File: src/rtl/intc_irq_sequencer_pkg.sv
// Shared constants and types for the interrupt-controller sequencer:
// intc register map, FSM state encoding and the IER masking helper.
package intc_seq_pkg;

    localparam logic [31:0] IER_OFS    = 32'h08;
    localparam logic [31:0] IAR_OFS    = 32'h0C;
    localparam logic [31:0] IVR_OFS    = 32'h18;
    localparam logic [31:0] MER_OFS    = 32'h1C;
    localparam logic [31:0] IVR_NONE   = 32'hFFFF_FFFF;
    localparam logic [31:0] MER_ENABLE = 32'h3;  // ME | HIE
    localparam logic [1:0]  RESP_OKAY  = 2'b00;

    typedef enum logic [2:0] {
        ST_INIT_IER = 3'd0,
        ST_INIT_MER = 3'd1,
        ST_IDLE     = 3'd2,
        ST_RD_IVR   = 3'd3,
        ST_PRESENT  = 3'd4,
        ST_WR_IAR   = 3'd5
    } state_e;

    // Clears enable bits for sources the controller does not implement.
    function automatic logic [31:0] ier_mask(input int unsigned n, input logic [31:0] v);
        logic [63:0] m;
        m = (64'd1 << n) - 64'd1;
        return v & m[31:0];
    endfunction

endpackage

File: src/rtl/intc_irq_sequencer_if.sv
// AXI-Lite bus bundle (32-bit address/data) between the sequencer and the intc wrapper.
// Handshake: a beat transfers on a rising clk edge where both VALID and READY are high;
// a master never drops VALID before READY and holds address/data stable meanwhile.
interface axi_lite_if;
    logic [31:0] aw_addr;
    logic        aw_valid;
    logic        aw_ready;
    logic [31:0] w_data;
    logic [3:0]  w_strb;
    logic        w_valid;
    logic        w_ready;
    logic [1:0]  b_resp;
    logic        b_valid;
    logic        b_ready;
    logic [31:0] ar_addr;
    logic        ar_valid;
    logic        ar_ready;
    logic [31:0] r_data;
    logic [1:0]  r_resp;
    logic        r_valid;
    logic        r_ready;

    modport master (
        output aw_addr, aw_valid, w_data, w_strb, w_valid, b_ready, ar_addr, ar_valid, r_ready,
        input  aw_ready, w_ready, b_resp, b_valid, ar_ready, r_data, r_resp, r_valid
    );

    modport slave (
        input  aw_addr, aw_valid, w_data, w_strb, w_valid, b_ready, ar_addr, ar_valid, r_ready,
        output aw_ready, w_ready, b_resp, b_valid, ar_ready, r_data, r_resp, r_valid
    );
endinterface

File: src/rtl/intc_irq_sequencer_xfer.sv
// Single-outstanding AXI-Lite master engine: one write (AW+W, then B) or one read
// (AR, then R) per start pulse; done/rdata/resp_err are valid in the response beat cycle.
module intc_lite_xfer
    import intc_seq_pkg::*;
(
    input  logic        aclk,
    input  logic        aresetn,
    axi_lite_if.master  mst,
    input  logic        start,
    input  logic        we,
    input  logic [31:0] addr,
    input  logic [31:0] wdata,
    output logic        busy,
    output logic        done,
    output logic [31:0] rdata,
    output logic        resp_err
);

    logic        aw_valid_q, aw_valid_d;
    logic        w_valid_q, w_valid_d;
    logic        ar_valid_q, ar_valid_d;
    logic        b_ready_q, b_ready_d;
    logic        r_ready_q, r_ready_d;
    logic        busy_q, busy_d;
    logic [31:0] addr_q, addr_d;
    logic [31:0] wdata_q, wdata_d;
    logic        b_beat, r_beat;

    assign b_beat   = mst.b_valid && b_ready_q;
    assign r_beat   = mst.r_valid && r_ready_q;
    assign done     = b_beat || r_beat;
    assign resp_err = (b_beat && (mst.b_resp != RESP_OKAY)) || (r_beat && (mst.r_resp != RESP_OKAY));
    assign rdata    = mst.r_data;
    assign busy     = busy_q;

    always_comb begin
        aw_valid_d = aw_valid_q;
        w_valid_d  = w_valid_q;
        ar_valid_d = ar_valid_q;
        b_ready_d  = b_ready_q;
        r_ready_d  = r_ready_q;
        busy_d     = busy_q;
        addr_d     = addr_q;
        wdata_d    = wdata_q;
        // AW and W retire independently, so either may be accepted first.
        if (aw_valid_q && mst.aw_ready) aw_valid_d = 1'b0;
        if (w_valid_q && mst.w_ready)   w_valid_d  = 1'b0;
        if (ar_valid_q && mst.ar_ready) ar_valid_d = 1'b0;
        if (b_beat) b_ready_d = 1'b0;
        if (r_beat) r_ready_d = 1'b0;
        if (done)   busy_d    = 1'b0;
        // A new request may be issued in the same cycle as the previous response beat.
        if (start) begin
            busy_d  = 1'b1;
            addr_d  = addr;
            wdata_d = wdata;
            if (we) begin
                aw_valid_d = 1'b1;
                w_valid_d  = 1'b1;
                b_ready_d  = 1'b1;
            end else begin
                ar_valid_d = 1'b1;
                r_ready_d  = 1'b1;
            end
        end
    end

    always_ff @(posedge aclk or negedge aresetn) begin
        if (!aresetn) begin
            aw_valid_q <= 1'b0;
            w_valid_q  <= 1'b0;
            ar_valid_q <= 1'b0;
            b_ready_q  <= 1'b0;
            r_ready_q  <= 1'b0;
            busy_q     <= 1'b0;
            addr_q     <= '0;
            wdata_q    <= '0;
        end else begin
            aw_valid_q <= aw_valid_d;
            w_valid_q  <= w_valid_d;
            ar_valid_q <= ar_valid_d;
            b_ready_q  <= b_ready_d;
            r_ready_q  <= r_ready_d;
            busy_q     <= busy_d;
            addr_q     <= addr_d;
            wdata_q    <= wdata_d;
        end
    end

    assign mst.aw_addr  = addr_q;
    assign mst.aw_valid = aw_valid_q;
    assign mst.w_data   = wdata_q;
    assign mst.w_strb   = 4'hF;
    assign mst.w_valid  = w_valid_q;
    assign mst.b_ready  = b_ready_q;
    assign mst.ar_addr  = addr_q;
    assign mst.ar_valid = ar_valid_q;
    assign mst.r_ready  = r_ready_q;

endmodule

File: src/rtl/intc_irq_sequencer.sv
// Programs the axi_intc (IER, then MER) after reset, then services its irq:
// read IVR, present the vector to the consumer, acknowledge through IAR.
module intc_irq_sequencer
    import intc_seq_pkg::*;
#(
    parameter int          C_NUM_INTR_INPUTS = 8,
    parameter logic [31:0] C_BASE_ADDR       = 32'h0,
    parameter logic [31:0] C_IER_INIT        = 32'hFF
) (
    input  logic        aclk,
    input  logic        aresetn,
    axi_lite_if.master  mst,
    input  logic        irq_i,
    output logic        init_done_o,
    output logic        vec_valid_o,
    output logic [4:0]  vec_id_o,
    input  logic        vec_ready_i,
    output logic        err_o,
    output logic [7:0]  spurious_cnt_o,
    output logic [2:0]  dbg_state_o
);

    localparam logic [31:0] IER_VAL = ier_mask(C_NUM_INTR_INPUTS, C_IER_INIT);

    state_e      state_q, state_d;
    logic        init_done_q, init_done_d;
    logic        vec_valid_q, vec_valid_d;
    logic [4:0]  vec_id_q, vec_id_d;
    logic        err_q, err_d;
    logic [7:0]  spur_q, spur_d;
    logic        x_start, x_we, x_busy, x_done, x_resp_err;
    logic [31:0] x_addr, x_wdata, x_rdata;

    intc_lite_xfer u_xfer (
        .aclk     (aclk),
        .aresetn  (aresetn),
        .mst      (mst),
        .start    (x_start),
        .we       (x_we),
        .addr     (x_addr),
        .wdata    (x_wdata),
        .busy     (x_busy),
        .done     (x_done),
        .rdata    (x_rdata),
        .resp_err (x_resp_err)
    );

    // Each request is issued on the transition into the state that waits for it.
    always_comb begin
        state_d     = state_q;
        init_done_d = init_done_q;
        vec_valid_d = vec_valid_q;
        vec_id_d    = vec_id_q;
        err_d       = err_q | x_resp_err;
        spur_d      = spur_q;
        x_start     = 1'b0;
        x_we        = 1'b0;
        x_addr      = C_BASE_ADDR;
        x_wdata     = '0;
        case (state_q)
            ST_INIT_IER: begin
                if (!x_busy) begin
                    x_start = 1'b1;
                    x_we    = 1'b1;
                    x_addr  = C_BASE_ADDR + IER_OFS;
                    x_wdata = IER_VAL;
                end else if (x_done) begin
                    state_d = ST_INIT_MER;
                    x_start = 1'b1;
                    x_we    = 1'b1;
                    x_addr  = C_BASE_ADDR + MER_OFS;
                    x_wdata = MER_ENABLE;
                end
            end
            ST_INIT_MER: begin
                if (x_done) begin
                    state_d     = ST_IDLE;
                    init_done_d = 1'b1;
                end
            end
            ST_IDLE: begin
                if (irq_i) begin
                    state_d = ST_RD_IVR;
                    x_start = 1'b1;
                    x_addr  = C_BASE_ADDR + IVR_OFS;
                end
            end
            ST_RD_IVR: begin
                if (x_done) begin
                    if (x_rdata == IVR_NONE) begin
                        if (spur_q != 8'hFF) spur_d = spur_q + 8'd1;
                        state_d = ST_IDLE;
                    end else begin
                        vec_id_d    = x_rdata[4:0];
                        vec_valid_d = 1'b1;
                        state_d     = ST_PRESENT;
                    end
                end
            end
            ST_PRESENT: begin
                if (vec_ready_i) begin
                    vec_valid_d = 1'b0;
                    state_d     = ST_WR_IAR;
                    x_start     = 1'b1;
                    x_we        = 1'b1;
                    x_addr      = C_BASE_ADDR + IAR_OFS;
                    x_wdata     = 32'h1 << vec_id_q;
                end
            end
            ST_WR_IAR: begin
                if (x_done) state_d = ST_IDLE;
            end
            default: state_d = ST_INIT_IER;
        endcase
    end

    always_ff @(posedge aclk or negedge aresetn) begin
        if (!aresetn) begin
            state_q     <= ST_INIT_IER;
            init_done_q <= 1'b0;
            vec_valid_q <= 1'b0;
            vec_id_q    <= '0;
            err_q       <= 1'b0;
            spur_q      <= '0;
        end else begin
            state_q     <= state_d;
            init_done_q <= init_done_d;
            vec_valid_q <= vec_valid_d;
            vec_id_q    <= vec_id_d;
            err_q       <= err_d;
            spur_q      <= spur_d;
        end
    end

    assign init_done_o    = init_done_q;
    assign vec_valid_o    = vec_valid_q;
    assign vec_id_o       = vec_id_q;
    assign err_o          = err_q;
    assign spurious_cnt_o = spur_q;
    assign dbg_state_o    = state_q;

endmodule

File: src/flat_wrapper.sv
// flat-port wrapper written by rule: the top's interface ports become plain ports
module intc_irq_sequencer_flat import intc_seq_pkg::*;
#(
    parameter int          C_NUM_INTR_INPUTS = 8,
    parameter logic [31:0] C_BASE_ADDR       = 32'h0,
    parameter logic [31:0] C_IER_INIT        = 32'hFF
)
  (aclk, aresetn, irq_i, init_done_o, vec_valid_o, vec_id_o, vec_ready_i, err_o, spurious_cnt_o, dbg_state_o, mst_aw_addr, mst_aw_valid, mst_w_data, mst_w_strb, mst_w_valid, mst_b_ready, mst_ar_addr, mst_ar_valid, mst_r_ready, mst_aw_ready, mst_w_ready, mst_b_resp, mst_b_valid, mst_ar_ready, mst_r_data, mst_r_resp, mst_r_valid);
  axi_lite_if mst_i ();
  input  logic aclk;
  input  logic aresetn;
  input  logic irq_i;
  output logic init_done_o;
  output logic vec_valid_o;
  output logic [4:0] vec_id_o;
  input  logic vec_ready_i;
  output logic err_o;
  output logic [7:0] spurious_cnt_o;
  output logic [2:0] dbg_state_o;
  output wire logic [$bits(mst_i.aw_addr)-1:0] mst_aw_addr;
  output wire logic [$bits(mst_i.aw_valid)-1:0] mst_aw_valid;
  output wire logic [$bits(mst_i.w_data)-1:0] mst_w_data;
  output wire logic [$bits(mst_i.w_strb)-1:0] mst_w_strb;
  output wire logic [$bits(mst_i.w_valid)-1:0] mst_w_valid;
  output wire logic [$bits(mst_i.b_ready)-1:0] mst_b_ready;
  output wire logic [$bits(mst_i.ar_addr)-1:0] mst_ar_addr;
  output wire logic [$bits(mst_i.ar_valid)-1:0] mst_ar_valid;
  output wire logic [$bits(mst_i.r_ready)-1:0] mst_r_ready;
  input wire logic [$bits(mst_i.aw_ready)-1:0] mst_aw_ready;
  input wire logic [$bits(mst_i.w_ready)-1:0] mst_w_ready;
  input wire logic [$bits(mst_i.b_resp)-1:0] mst_b_resp;
  input wire logic [$bits(mst_i.b_valid)-1:0] mst_b_valid;
  input wire logic [$bits(mst_i.ar_ready)-1:0] mst_ar_ready;
  input wire logic [$bits(mst_i.r_data)-1:0] mst_r_data;
  input wire logic [$bits(mst_i.r_resp)-1:0] mst_r_resp;
  input wire logic [$bits(mst_i.r_valid)-1:0] mst_r_valid;
  assign mst_aw_addr = mst_i.aw_addr;
  assign mst_aw_valid = mst_i.aw_valid;
  assign mst_w_data = mst_i.w_data;
  assign mst_w_strb = mst_i.w_strb;
  assign mst_w_valid = mst_i.w_valid;
  assign mst_b_ready = mst_i.b_ready;
  assign mst_ar_addr = mst_i.ar_addr;
  assign mst_ar_valid = mst_i.ar_valid;
  assign mst_r_ready = mst_i.r_ready;
  assign mst_i.aw_ready = mst_aw_ready;
  assign mst_i.w_ready = mst_w_ready;
  assign mst_i.b_resp = mst_b_resp;
  assign mst_i.b_valid = mst_b_valid;
  assign mst_i.ar_ready = mst_ar_ready;
  assign mst_i.r_data = mst_r_data;
  assign mst_i.r_resp = mst_r_resp;
  assign mst_i.r_valid = mst_r_valid;
  intc_irq_sequencer #(.C_NUM_INTR_INPUTS(C_NUM_INTR_INPUTS), .C_BASE_ADDR(C_BASE_ADDR), .C_IER_INIT(C_IER_INIT)) u_core (.aclk(aclk), .aresetn(aresetn), .mst(mst_i), .irq_i(irq_i), .init_done_o(init_done_o), .vec_valid_o(vec_valid_o), .vec_id_o(vec_id_o), .vec_ready_i(vec_ready_i), .err_o(err_o), .spurious_cnt_o(spurious_cnt_o), .dbg_state_o(dbg_state_o));
endmodule
File: config.mk
export PLATFORM = sky130hd
export DESIGN_NAME = intc_irq_sequencer_flat
export DESIGN_NICKNAME = d
export VERILOG_FILES = /design/src/rtl/intc_irq_sequencer_pkg.sv /design/src/rtl/intc_irq_sequencer_if.sv /design/src/rtl/intc_irq_sequencer_xfer.sv /design/src/rtl/intc_irq_sequencer.sv /design/src/flat_wrapper.sv
export SDC_FILE = /design/constraint.sdc
export NUM_CORES = 1
export LEC_CHECK = 0
export BUFFER_PORTS_ARGS = -buffer_cell sky130_fd_sc_hd__buf_2
export CAP_MARGIN = 20
export CORE_MARGIN = 3
export CORE_UTILIZATION = 48
export DETAILED_ROUTE_END_ITERATION = 6
export HOLD_SLACK_MARGIN = 0.12
export PLACE_DENSITY = 0.86
export REMOVE_ABC_BUFFERS = 1
export SLEW_MARGIN = 20
export SYNTH_ARGS = -nofsm -noshare
export SYNTH_HDL_FRONTEND = slang
export SYNTH_SLANG_ARGS = --single-unit
File: constraint.sdc
create_clock -name aclk -period 5 [get_ports aclk]
set_input_delay 1 -clock aclk [delete_from_list [all_inputs] [get_ports aclk]]
set_output_delay 1 -clock aclk [all_outputs]
set_load 0.01 [all_outputs]
==> results.py <==
metrics = {
    "place": {
        "pre_cts_ws_ns": 2.46,
        "dp.cells": 446,
        "dpl.hpwl_um": 5120,
        "portBuffers": 106,
        "gp_congestion": 0.807,
    },
    "routing": {
        "vias": 2274,
        "vias_per_cell": 4.94,
        "antenna_left": 0,
        "firstDrtPassIters": 4,
        "post_drt_wl_per_cell_um": 14.5,
        "drc": 0,
        "wirelength_um": 6680,
        "drt_iter0_drc": 121,
    },
    "sta": {
        "setup-violations-final": 0,
        "slew_viol_final": 0,
        "worst_pin_slew_ns": 0.731,
        "fin_crit_sh_pct": 43.6,
        "min_period_ns": 2.18,
        "slew_headroom_pct": 51.3,
        "max_freq_mhz": 458,
        "hold_viol": 0,
        "rsz0062_at_grt": "false",
        "fin_skew_ns": 0.00693,
        "tns_ns": 0,
        "hold_slack_ns": 0.466,
        "fin_ws_ns": 2.82,
    },
    "power": {
        "power.leakage_nw": 1.88,
        "p_int_mw": 1.06,
        "power.share.combinational_pct": 31.9,
        "p_clk_share_pct": 25.6,
        "power_frac_seq_pct": 42.5,
        "switching_share_pct": 36.0,
        "vdd_drop_max_v": 0.000292,
        "finalPower_mw": 1.65,
        "power_density_nw_per_um2": 467,
        "power_switching_uw": 596,
    },
    "die": {
        "initial_utilization_pct": 50.3,
        "die_w_um": 85.5,
        "core_um2": 6030,
        "io_pins": 169,
        "die_height_um": 85.5,
        "die_area_um2": 7310,
        "fp-row-count": 28,
    },
    "worst_hold_path": {
        "min_to": "u_core.init_done_o",
        "holdPathStages": 2,
        "hold_path_class": "flip-flop to flip-flop",
        "holdCritStartpoint": "u_core.init_done_o",
    },
    "finish": {
        "final_nets": 428,
        "layout-drive-gt1-share_pct": 35.1,
        "layout_common_cells": "buf_2, conb_1, dfrtp_1, o2bb2ai_1, nor2_1",
        "fin_cells": 460,
        "fillers": 546,
        "syn2layout_area_growth_pct": 16.7,
        "antenna_cells": 0,
        "final_common_cell": "buf_2",
    },
    "worst_setup_path": {
        "cp.required_ns": 5.21,
        "criticalPathCategory": "primary input to flip-flop",
        "start_kind": "primary input",
        "reg2reg_from": "u_core.dbg_state_o[2]",
        "path_max_fanout": 7,
        "r2r_cells": 5,
        "critPathArrivalTime_ns": 2.39,
        "end_kind": "flip-flop",
        "reg2reg_to": "u_core.u_xfer.mst.w_data[5]",
        "rrSetupSlack_ns": 3.05,
    },
    "cts": {
        "htreeDepth": 3,
        "cts_setup_buffers": 0,
        "post_cts_resized": 0,
        "clockRootBuffer": "clkbuf_8",
        "clk_latency_ns": 0.33,
        "cts_buffers": 9,
        "ctsHoldBuffers": 0,
        "cts_tree": "built",
        "clkTransAtPathRegs_ns": 0.06,
        "clock_path_buffers": 2,
        "clock-sinks": 60,
    },
    "synth": {
        "synth_edf_count": 0,
        "syn_avg_cell_area_um2": 11.0,
        "synth_ff_type": "dfrtp_1",
        "seq_area_frac_synth_pct": 49.5,
        "ys_ff_latch": 60,
        "yosys.cell_types.count": 43,
        "synth_cells": 276,
        "yosysWarnings": 0,
        "synth_area_um2": 3030,
        "postSynth.asyncResetShare_pct": 100,
    },
    "job": {
        "cap_violations": 0,
    },
    "global_routing": {
        "grt_pass1_wl_um": 10600,
        "grt_util_all_layers_pct": 18.5,
        "first_global_vias": 2154,
        "grt_max_degree": 61,
        "grt_overflow": 0,
        "antenna_found_initial": 0,
    },
    "outcome": {
        "status": "finished, final reports clean",
    },
}
==> logic make-up after synthesis <==
family | share of synthesized area (%)
XOR/XNOR | 2.02
other | 0.248
AO/OA/AOI/OAI | 14.6
multiplexers | 2.23
flip-flops | 49.5
AND/OR/NAND/NOR | 12.1
buffers and inverters | 18.9
adder cells (fa/ha/maj) | 0.412
==> power groups by stage <==
| stage | Clock (mW) | Sequential (mW) | Combinational, mW |
|---|---|---|---|
| final | 0.424 | 0.703 | 0.528 |
| after detailed placement | 0 | 0.710 | 0.529 |
| after global placement | 0 | 0.706 | 0.510 |
| after global routing | 0.456 | 0.722 | 0.584 |
| after CTS | 0.436 | 0.702 | 0.532 |
| after floorplan | 0 | 0.731 | 0.287 |
==> cell usage after synthesis (all sizes together) (2+ instances only) <==
cell type / n / share of area, %
nor2b: 2 / 0.41
inv: 9 / 1.1
nor4: 2 / 0.41
mux2: 6 / 2.2
nor3: 6 / 1.2
o2bb2ai: 16 / 4.6
and2: 4 / 0.91
o211ai: 2 / 0.49
a21oi: 3 / 0.87
buf: 72 / 18
o21ai: 10 / 1.7
nand2b: 4 / 0.82
conb: 2 / 0.25
nor3b: 2 / 0.49
dfrtp: 60 / 50
nand2: 11 / 1.4
nand4: 8 / 1.7
nand3b: 5 / 1.2
xor2: 6 / 1.7
a22o: 8 / 2.3
nor2: 13 / 1.7
nand3: 4 / 0.66
a221o: 8 / 2.6
==> through the flow <==
step | util, % | cell area, um^2
floorplan | - | 2720
global placement | 55.6 | 3350
detailed placement | 55.6 | 3350
CTS | 58.8 | 3540
global route | 58.8 | 3540
finish | 58.8 | 3540
==> routing by layer <==
layer  track usage (%)  vias to the layer above  share of wire, %
li1                  -                     1061                 -
met1              23.4                     1081                41
met2              30.3                      127                49
met3              6.53                        5               9.6
met4              5.18                        0              0.76
met5                 0                        -                 0
==> layout make-up <==
cell class,count,area (um^2),area share [%]
clock buffer,12,155,4.38
inverter,9,33.8,0.954
tap,75,93.8,2.65
timing repair buffer,107,538,15.2
sequential,60,1500,42.4
clock inverter,2,35.0,0.989
multi-input combinational,195,1180,33.4
==> sequential cells by signal (all words and copies together), names as in the netlist <==
signal / flops
u_core.dbg_state_o: 3
u_core.err_o: 1
u_core.init_done_o: 1
u_core.spurious_cnt_o: 8
u_core.u_xfer.busy: 1
u_core.u_xfer.mst.ar_addr: 3
u_core.u_xfer.mst.ar_valid: 1
u_core.u_xfer.mst.aw_valid: 1
u_core.u_xfer.mst.b_ready: 1
u_core.u_xfer.mst.r_ready: 1
u_core.u_xfer.mst.w_data: 32
u_core.u_xfer.mst.w_valid: 1
u_core.vec_id_o: 5
u_core.vec_valid_o: 1
==> worst max path at each step <==
stage                   start                          end  slack, ns  cells after the start
3_3_place_gp    mst_r_data[2]           u_core.vec_id_o[1]       2.44                      6
3_5_place_dp    mst_r_data[2]           u_core.vec_id_o[0]       2.46                      6
2_1_floorplan  mst_r_data[15]     u_core.spurious_cnt_o[5]       2.80                      5
4_1_cts         mst_r_data[2]           u_core.vec_id_o[0]       2.80                      6
6_report        mst_r_data[2]           u_core.vec_id_o[0]       2.82                      6
5_1_grt           vec_ready_i  u_core.u_xfer.mst.w_data[7]       2.66                      6
==> critical path, stage by stage <==
cell and delay (ns):
buf_2 0.10, nand4_1 0.13, nor4_1 0.09, and2_1 0.19, nor3_2 0.47, mux2_2 0.40
No activity file was read; power rests on OpenSTA's default activity.
